### config.mk
export PLATFORM = sky130hd
export DESIGN_NAME = cbfp0_seq_ctrl_flat
export DESIGN_NICKNAME = d
export VERILOG_FILES = /design/src/rtl/cbfp0_seq_ctrl_if.sv /design/src/rtl/cbfp0_seq_ctrl.sv /design/src/flat_wrapper.sv
export SDC_FILE = /design/constraint.sdc
export NUM_CORES = 1
export LEC_CHECK = 0
export ABC_AREA = 1
export BUFFER_PORTS_ARGS = -buffer_cell sky130_fd_sc_hd__buf_2
export CORE_MARGIN = 2
export CORE_UTILIZATION = 31
export CTS_CLUSTER_SIZE = 20
export DETAILED_ROUTE_END_ITERATION = 8
export GPL_ROUTABILITY_DRIVEN = 1
export PLACE_DENSITY_LB_ADDON = 0.3
export SLEW_MARGIN = 20
export SYNTH_ARGS = -nofsm -noshare
export SYNTH_HDL_FRONTEND = slang
export SYNTH_SLANG_ARGS = --single-unit
### constraint.sdc
create_clock -name clk -period 3.4 [get_ports clk]
set_input_delay 0.68 -clock clk [delete_from_list [all_inputs] [get_ports clk]]
set_output_delay 0.68 -clock clk [all_outputs]
set_load 0.01 [all_outputs]
### src/rtl/cbfp0_seq_ctrl_if.sv
// rtl/cbfp0_seq_ctrl_if.sv - Beat-valid input and sequencing outputs of the CBFP stage-0 sequencer
interface cbfp0_seq_ctrl_if #(
   parameter int ADDR_W = 5
);
   logic              i_din_valid;
   logic              o_mag_en;
   logic              o_min_clr;
   logic              o_wr_en;
   logic              o_wr_bank;
   logic [ADDR_W-1:0] o_wr_addr;
   logic              o_shift_load;
   logic              o_rd_en;
   logic              o_rd_bank;
   logic [ADDR_W-1:0] o_rd_addr;
   logic              o_dout_valid;
   logic [3:0]        o_blk_idx;
   logic              o_frame_done;
   logic              o_ovf;

   modport master (
      output i_din_valid,
      input  o_mag_en, o_min_clr, o_wr_en, o_wr_bank, o_wr_addr, o_shift_load,
      input  o_rd_en, o_rd_bank, o_rd_addr, o_dout_valid, o_blk_idx, o_frame_done, o_ovf
   );

   modport slave (
      input  i_din_valid,
      output o_mag_en, o_min_clr, o_wr_en, o_wr_bank, o_wr_addr, o_shift_load,
      output o_rd_en, o_rd_bank, o_rd_addr, o_dout_valid, o_blk_idx, o_frame_done, o_ovf
   );
endinterface

### src/rtl/cbfp0_seq_ctrl.sv
// rtl/cbfp0_seq_ctrl.sv - CBFP stage-0 sequencer: ping-pong block write, min-shift wait, block read
module cbfp0_seq_ctrl #(
   parameter int BLK_LEN = 32,
   parameter int ADDR_W  = 5,
   parameter int MIN_LAT = 2,
   parameter int NUM_BLK = 16
) (
   input  logic           clk,
   input  logic           rst,
   cbfp0_seq_ctrl_if.slave bus
);
   localparam int                WAIT_W    = $clog2(MIN_LAT) + 1;
   localparam logic [ADDR_W-1:0] LAST_ADDR = ADDR_W'(BLK_LEN - 1);
   localparam logic [3:0]        LAST_BLK  = 4'(NUM_BLK - 1);

   typedef enum logic [1:0] {RD_IDLE, RD_WAIT, RD_RUN} rd_state_t;

   rd_state_t         r_state, w_state_nx;
   logic [WAIT_W-1:0] r_wait_cnt, w_wait_nx;
   logic [ADDR_W-1:0] r_rd_addr, w_rd_addr_nx;
   logic [ADDR_W-1:0] r_wr_cnt;
   logic              r_wr_bank_cur;
   logic              r_rd_bank;
   logic [1:0]        r_bank_full;
   logic              w_accept, w_wr_last, w_rd_last;

   logic              r_mag_en, r_min_clr, r_wr_en, r_wr_bank;
   logic [ADDR_W-1:0] r_wr_addr;
   logic              r_shift_load, r_rd_en, r_dout_valid, r_frame_done, r_ovf;
   logic [3:0]        r_blk_idx;

   assign w_accept  = bus.i_din_valid & ~r_bank_full[r_wr_bank_cur];
   assign w_wr_last = w_accept & (r_wr_cnt == LAST_ADDR);
   assign w_rd_last = (r_state == RD_RUN) & (r_rd_addr == LAST_ADDR);

   always_ff @(posedge clk or posedge rst) begin
      if (rst) begin
         r_wr_cnt      <= '0;
         r_wr_bank_cur <= 1'b0;
         r_mag_en      <= 1'b0;
         r_min_clr     <= 1'b0;
         r_wr_en       <= 1'b0;
         r_wr_bank     <= 1'b0;
         r_wr_addr     <= '0;
         r_ovf         <= 1'b0;
         r_bank_full   <= 2'b00;
      end else begin
         r_mag_en  <= w_accept;
         r_wr_en   <= w_accept;
         r_min_clr <= w_accept & (r_wr_cnt == '0);
         if (w_accept) begin
            r_wr_addr <= r_wr_cnt;
            r_wr_bank <= r_wr_bank_cur;
            r_wr_cnt  <= w_wr_last ? '0 : r_wr_cnt + 1'b1;
         end
         if (w_wr_last) begin
            r_wr_bank_cur              <= ~r_wr_bank_cur;
            r_bank_full[r_wr_bank_cur] <= 1'b1;
         end
         // Writer never targets a full bank, so this clear never collides with the set above.
         if (w_rd_last)
            r_bank_full[r_rd_bank] <= 1'b0;
         if (bus.i_din_valid & ~w_accept)
            r_ovf <= 1'b1;
      end
   end

   always_comb begin
      w_state_nx   = r_state;
      w_wait_nx    = r_wait_cnt;
      w_rd_addr_nx = '0;
      case (r_state)
         RD_IDLE: begin
            if (r_bank_full[r_rd_bank]) begin
               w_state_nx = RD_WAIT;
               w_wait_nx  = WAIT_W'(MIN_LAT - 1);
            end
         end
         RD_WAIT: begin
            if (r_wait_cnt == '0)
               w_state_nx = RD_RUN;
            else
               w_wait_nx = r_wait_cnt - 1'b1;
         end
         RD_RUN: begin
            if (w_rd_last)
               w_state_nx = RD_IDLE;
            else
               w_rd_addr_nx = r_rd_addr + 1'b1;
         end
         default: w_state_nx = RD_IDLE;
      endcase
   end

   always_ff @(posedge clk or posedge rst) begin
      if (rst) begin
         r_state      <= RD_IDLE;
         r_wait_cnt   <= '0;
         r_rd_addr    <= '0;
         r_rd_bank    <= 1'b0;
         r_shift_load <= 1'b0;
         r_rd_en      <= 1'b0;
         r_dout_valid <= 1'b0;
         r_frame_done <= 1'b0;
         r_blk_idx    <= '0;
      end else begin
         r_state      <= w_state_nx;
         r_wait_cnt   <= w_wait_nx;
         r_rd_addr    <= w_rd_addr_nx;
         // Pulse lands on the last wait cycle so the shifter holds the result before the first read.
         r_shift_load <= (w_state_nx == RD_WAIT) & (w_wait_nx == '0);
         r_rd_en      <= (w_state_nx == RD_RUN);
         r_dout_valid <= r_rd_en;
         r_frame_done <= w_rd_last & (r_blk_idx == LAST_BLK);
         if (w_rd_last) begin
            r_rd_bank <= ~r_rd_bank;
            r_blk_idx <= (r_blk_idx == LAST_BLK) ? 4'd0 : r_blk_idx + 1'b1;
         end
      end
   end

   assign bus.o_mag_en     = r_mag_en;
   assign bus.o_min_clr    = r_min_clr;
   assign bus.o_wr_en      = r_wr_en;
   assign bus.o_wr_bank    = r_wr_bank;
   assign bus.o_wr_addr    = r_wr_addr;
   assign bus.o_shift_load = r_shift_load;
   assign bus.o_rd_en      = r_rd_en;
   assign bus.o_rd_bank    = r_rd_bank;
   assign bus.o_rd_addr    = r_rd_addr;
   assign bus.o_dout_valid = r_dout_valid;
   assign bus.o_blk_idx    = r_blk_idx;
   assign bus.o_frame_done = r_frame_done;
   assign bus.o_ovf        = r_ovf;
endmodule

### src/flat_wrapper.sv
// flat-port wrapper written by rule: the top's interface ports become plain ports
module cbfp0_seq_ctrl_flat 
#(
   parameter int BLK_LEN = 32,
   parameter int ADDR_W  = 5,
   parameter int MIN_LAT = 2,
   parameter int NUM_BLK = 16
)
  (clk, rst, bus_i_din_valid, bus_o_mag_en, bus_o_min_clr, bus_o_wr_en, bus_o_wr_bank, bus_o_wr_addr, bus_o_shift_load, bus_o_rd_en, bus_o_rd_bank, bus_o_rd_addr, bus_o_dout_valid, bus_o_blk_idx, bus_o_frame_done, bus_o_ovf);
  cbfp0_seq_ctrl_if #(.ADDR_W(ADDR_W)) bus_i ();
  input  logic clk;
  input  logic rst;
  input wire logic [$bits(bus_i.i_din_valid)-1:0] bus_i_din_valid;
  output wire logic [$bits(bus_i.o_mag_en)-1:0] bus_o_mag_en;
  output wire logic [$bits(bus_i.o_min_clr)-1:0] bus_o_min_clr;
  output wire logic [$bits(bus_i.o_wr_en)-1:0] bus_o_wr_en;
  output wire logic [$bits(bus_i.o_wr_bank)-1:0] bus_o_wr_bank;
  output wire logic [$bits(bus_i.o_wr_addr)-1:0] bus_o_wr_addr;
  output wire logic [$bits(bus_i.o_shift_load)-1:0] bus_o_shift_load;
  output wire logic [$bits(bus_i.o_rd_en)-1:0] bus_o_rd_en;
  output wire logic [$bits(bus_i.o_rd_bank)-1:0] bus_o_rd_bank;
  output wire logic [$bits(bus_i.o_rd_addr)-1:0] bus_o_rd_addr;
  output wire logic [$bits(bus_i.o_dout_valid)-1:0] bus_o_dout_valid;
  output wire logic [$bits(bus_i.o_blk_idx)-1:0] bus_o_blk_idx;
  output wire logic [$bits(bus_i.o_frame_done)-1:0] bus_o_frame_done;
  output wire logic [$bits(bus_i.o_ovf)-1:0] bus_o_ovf;
  assign bus_i.i_din_valid = bus_i_din_valid;
  assign bus_o_mag_en = bus_i.o_mag_en;
  assign bus_o_min_clr = bus_i.o_min_clr;
  assign bus_o_wr_en = bus_i.o_wr_en;
  assign bus_o_wr_bank = bus_i.o_wr_bank;
  assign bus_o_wr_addr = bus_i.o_wr_addr;
  assign bus_o_shift_load = bus_i.o_shift_load;
  assign bus_o_rd_en = bus_i.o_rd_en;
  assign bus_o_rd_bank = bus_i.o_rd_bank;
  assign bus_o_rd_addr = bus_i.o_rd_addr;
  assign bus_o_dout_valid = bus_i.o_dout_valid;
  assign bus_o_blk_idx = bus_i.o_blk_idx;
  assign bus_o_frame_done = bus_i.o_frame_done;
  assign bus_o_ovf = bus_i.o_ovf;
  cbfp0_seq_ctrl #(.BLK_LEN(BLK_LEN), .ADDR_W(ADDR_W), .MIN_LAT(MIN_LAT), .NUM_BLK(NUM_BLK)) u_core (.clk(clk), .rst(rst), .bus(bus_i));
endmodule
* Word level (Yosys, flattened, before mapping) *
Index checks and enable logic that the tools add are counted.

operators by class
  add/sub/neg operators = 4
  magnitude comparators = 4
  eq/ne operators = 7
  multiplexer cells = 21
  bitwise gates (word level) = 14
  reductions and logical operators = 6

operator list
  kind                                                        count
  2-to-1 mux 5 bit                                            3
  2-to-1 mux 2 bit                                            7
  adder 5 x 1 -> 5 bit, second input constant                 2
  equality test 5 bit, second input constant                  2
  bitwise AND 1 bit                                           7
  zero test 2 bit                                             3
  2-to-1 mux 1 bit                                            6
  case mux 2 bit (3 select lines)                             1
  zero test 5 bit                                             1
  adder 4 x 1 -> 4 bit, second input constant                 1
  equality test 2 x 1 -> 1 bit, second input constant         2
  equality test 2 bit, second input constant                  2
  equality test 4 bit, second input constant                  1
  less-than comparator 1 x 2 -> 1 bit, second input constant  2
  2-to-1 mux 4 bit                                            1
  NOT 1 bit                                                   4
  case mux 2 bit (2 select lines)                             1
  bitwise AND 2 bit                                           1
  demux 1 bit (select 1 bit)                                  2
  greater-or-equal comparator 1 bit, second input constant    2
  logical AND 1 bit                                           2
  NOT 2 bit                                                   1
  OR 2 bit                                                    1
  subtractor 2 x 1 -> 2 bit, second input constant            1

storage, ports and cells
  register bits after elaboration = 35
  input port bits = 3
  output and inout port bits = 24
  word-level logic and storage cells = 73

* Longest topological paths before layout *
  depth after elaboration = 8
  gate-level depth with buffers = 9
  depth with buffers taken out = 9

* Worst setup path after synthesis *
No wires, ideal clock.

  path type = register -> register
  start = register u_core.r_rd_addr[0] (netlist: u_core.bus.o_rd_addr[0])
  end = register u_core.r_rd_addr[3] (netlist: u_core.bus.o_rd_addr[3])
  library setup time = 64 ps
  arrival time = 1411 ps
  data required time = 3336 ps
  setup slack = 1925 ps
  cell stages (with the launch flop) = 9
  buffers on the path = 0
  clock period less this slack = 1475 ps
  cells stage by stage = dfrtp_1 ha_1 nand2_1 nor2_1 ha_1 inv_1 nand3_1 a21oi_1 o21a_1

between the ends
  word-level cells in the longest chain between the ends = 4
  elaborated cells between the ends (all ways) = 5
  classes of those cells = 1 x add/sub; 1 x eq/ne; 2 x mux; 1 x bitwise

ends and longest elaborated chain
  item                                                                          RTL line               text
  from (decl)                                                                   cbfp0_seq_ctrl.sv:20   logic [ADDR_W-1:0] r_rd_addr, w_rd_addr_nx;
  from (signal assigned)                                                        cbfp0_seq_ctrl.sv:109  r_rd_addr <= w_rd_addr_nx;
  parallel branches: the longest is 2 deep, another holds adder 5 x 1 -> 5 bit  --
  2-to-1 mux 5 bit *                                                            cbfp0_seq_ctrl.sv:86   if (w_rd_last)
  2-to-1 mux 5 bit *                                                            cbfp0_seq_ctrl.sv:72   case (r_state)
  named net u_core.w_rd_addr_nx[3]                                              cbfp0_seq_ctrl.sv:20

Mark *: on every way through the listed nets, which the timed path passes.
A chain may end at the register's enable or synchronous reset.

* Final worst setup path *
  start = register u_core.r_blk_idx[2] (netlist: u_core.bus.o_blk_idx[2])
  end = output bus_o_blk_idx[2]

RTL lines
  item                    RTL line               text
  from (decl)             cbfp0_seq_ctrl.sv:30   logic [3:0] r_blk_idx;
  from (signal assigned)  cbfp0_seq_ctrl.sv:117  r_blk_idx <= (r_blk_idx == LAST_BLK) ? 4'd0 : r_blk_idx + 1'b1;
  to (decl)               flat_wrapper.sv:24     output wire logic [$bits(bus_i.o_blk_idx)-1:0] bus_o_blk_idx;

No word-level cell between the ends.

==> flow_metrics.py <==
metrics = {
    "power": {
        "share_clk_of_total_power_pct": 23.2,
        "sw_frac_of_total_pct": 34.8,
        "internal_power_mw": 0.790,
        "finalPower_mw": 1.21,
        "seq_power_share_pct": 49.1,
        "combPwrFrac_pct": 27.7,
        "ir_drop_mv": 0.236,
        "p_leak_nw": 0.963,
        "switchingPower_mw": 0.422,
        "p_per_area_mw_per_mm2": 659,
    },
    "drt": {
        "wire_per_inst_um": 11.0,
        "antenna_left": 0,
        "wl_mm": 2.88,
        "drt_iter0_drc": 57,
        "dr.pass1.iters": 4,
        "remaining_drc_errors": 0,
        "via_per_inst": 4.36,
        "vias": 1143,
    },
    "run": {
        "cap_viol_max_count": 0,
    },
    "place": {
        "dp.cells": 254,
        "numPortBuffers": 26,
        "gp_congestion": 0.738,
        "place_ws_ns": 1.79,
        "hpwlAfterDp_mm": 2.16,
    },
    "logic_synthesis": {
        "ys_seq_area_share_pct": 56.2,
        "synth_seq_cells": 35,
        "synth_nets": 171,
        "synth_cell_types": 27,
        "syn_area_per_cell_um2": 9.62,
        "syn-cell-area_mm2": 0.00156,
        "synthCells": 162,
        "yosysWarnings": 0,
    },
    "grt": {
        "grtUsageTotal_pct": 11.8,
        "grt_pass1_vias": 1052,
        "overflow": 0,
        "grt_max_degree": 23,
        "grt_pass1_wl_mm": 4.89,
        "grt_antenna_before_repair": 0,
    },
    "timing": {
        "finalHoldViolCount": 0,
        "setup_viol": 0,
        "setup_tns_ns": 0,
        "worst_pin_slew_ns": 0.795,
        "slew_headroom_pct": 47.0,
        "fmax_mhz": 642,
        "worst_clock_skew_ns": 0.00611,
        "drv_slew": 0,
        "timing.final.crit_share_pct": 45.8,
        "finalHoldWorstSlack_ns": 0.389,
        "setup_slack_ns": 1.84,
        "period_minus_slack_ns": 1.56,
        "rsz0062_at_grt": "no",
    },
    "die": {
        "die_area_mm2": 0.00561,
        "core_mm2": 0.00479,
        "initial_utilization_pct": 32.5,
        "io_pins": 27,
        "die_h_um": 74.9,
        "fp-row-count": 25,
        "fp.dieW_um": 74.9,
    },
    "clock_network": {
        "root_buffer": "clkbuf_8",
        "cts.sinks": 35,
        "post-cts-setup-buffers": 0,
        "insertion_delay_ns": 0.28,
        "cts_made_buffers": 5,
        "clk_pin_slew_ns": 0.07,
        "cts_buffer_depth": 2,
        "tritoncts": "yes",
        "cts_resized": 0,
        "holdBufCountCts": 0,
        "h-tree-depth": 2,
    },
    "worst_setup_path": {
        "crit_buf_inv": 1,
        "start_kind": "flip-flop",
        "worstPathMaxFanout": 5,
        "path_class": "flip-flop to output pin",
        "cp.required_ns": 2.72,
        "max_stage_delay_ns": 0.44,
        "endpoint_kind": "output pin",
        "worstPathCellList": "buf_2",
        "worstPathArrival_ns": 0.88,
        "critPathTopFamily": "flip-flops",
        "critPathSlowestCell": "dfrtp_1",
    },
    "finish": {
        "fin_cells": 262,
        "nNetsFinal": 203,
        "area_growth_pct": 18.0,
        "antenna_cells": 0,
        "filler_cell_count": 477,
        "drive_gt1_share_pct": 24.1,
    },
    "outcome": {
        "status": "finished, final reports clean",
    },
    "worst_hold_path": {
        "hold_class": "flip-flop to flip-flop",
    },
}
-- cell usage in the layout (no fill, tap or decap), drive strengths merged --
cell    instances
a21o            1
dfrtp          35
nor4            1
nand4           4
nor3b           1
nand3          15
clkbuf          7
xor2            1
ha              6
nor2           13
xnor2           1
nand2          38
o21a            1
inv            22
buf            28
a31oi           2
nor3            1
a21oi           4
or2             1
o21ai          12
clkinv          1
-- metrics by stage --
stage | cell area, um2 | utilization (%)
after floorplan | 1560 | -
after global placement | 1760 | 36.7
after detailed placement | 1760 | 36.7
after CTS | 1840 | 38.4
after global routing | 1840 | 38.4
final | 1840 | 38.4
-- worst paths after layout --
| path | start | end | slack (ns) | cells after the start |
|---|---|---|---|---|
| setup / recovery | u_core.bus.o_blk_idx[2] | bus_o_blk_idx[2] | 1.84 | 1 |
| hold / removal | u_core.bus.o_rd_en | u_core.bus.o_dout_valid | 0.39 | 0 |
| setup reg to reg | u_core.bus.o_rd_addr[0] | u_core.bus.o_rd_addr[3] | 1.85 | 8 |
| hold reg to reg | u_core.bus.o_rd_en | u_core.bus.o_dout_valid | 0.39 | 0 |
| max in group asynchronous | rst | u_core.bus.o_wr_addr[4] | 2.23 | 3 |
| min in group asynchronous | rst | u_core.r_bank_full[0] | 0.54 | 2 |
-- layout make-up --
type / count / area (um2) / area share, %
timing repair buffer: 28 / 145 / 7.90
multi-input combinational: 102 / 569 / 31.0
inverter: 22 / 82.6 / 4.49
clock buffer: 7 / 76.3 / 4.15
sequential: 35 / 876 / 47.7
clock inverter: 1 / 5.00 / 0.272
tap: 67 / 83.8 / 4.56
-- power groups by stage --
stage	sequential, mW	combinational, mW	clock [mW]
floorplan	0.617	0.217	0
global placement	0.602	0.338	0
detailed placement	0.603	0.342	0
CTS	0.596	0.342	0.294
global route	0.611	0.388	0.317
finish	0.595	0.335	0.281
-- layer usage --
layer  share of wire, %  wire length (um)  global-route usage, %
met3                4.6               132                   3.48
met4                2.7                79                   7.14
met5                  0                 0                      0
met2                 46              1330                   17.2
met1                 46              1340                   15.5
-- synthesized netlist by cell type --
cell type  number  area, um2
dfrtp_1        35        876
nand2_1        35        131
inv_1          21       78.8
nand3_1        14       70.1
nor2_1         11       41.3
o21ai_0         7       35.0
ha_1            6       75.1
a21oi_1         4       20.0
nand4_1         4       25.0
o21ai_2         4       35.0
a31oi_1         2       12.5
buf_6           2       22.5
nand2_2         2       12.5
nor2_4          2       22.5
a21o_1          1       7.51
buf_4           1       7.51
inv_2           1       3.75
nand2_4         1       11.3
nand3_2         1       10.0
nor3_2          1       10.0
nor3b_1         1       7.51
nor4_1          1       6.26
o21a_1          1       7.51
o21ai_1         1       5.00
or2_2           1       6.26
xnor2_1         1       8.76
xor2_1          1       8.76
-- kinds of logic (layout without fill, tap and decap cells) --
| logic type | after synthesis | after routing | synth area share [%] |
|---|---|---|---|
| flops | 35 | 35 | 56.2 |
| fa+ha+maj | 6 | 6 | 4.82 |
| simple gates | 74 | 74 | 22.7 |
| compound gates | 20 | 20 | 7.87 |
| buf+inv | 25 | 58 | 7.23 |
| xor+xnor | 2 | 2 | 1.12 |
-- state kept, by name, summed over array words and instances, names as in the netlist --
name                     count
u_core.bus.o_ovf             1
u_core.bus.o_shift_load      1
u_core.bus.o_dout_valid      1
u_core.bus.o_frame_done      1
u_core.r_state               2
u_core.bus.o_wr_bank         1
u_core.bus.o_min_clr         1
u_core.r_wr_bank_cur         1
u_core.r_wr_cnt              5
u_core.bus.o_rd_addr         5
u_core.bus.o_blk_idx         4
u_core.r_bank_full           2
u_core.bus.o_rd_bank         1
u_core.r_wait_cnt            2
u_core.bus.o_mag_en          1
u_core.bus.o_wr_addr         5
u_core.bus.o_rd_en           1
Note: power is estimated with default switching activity, not from simulation.
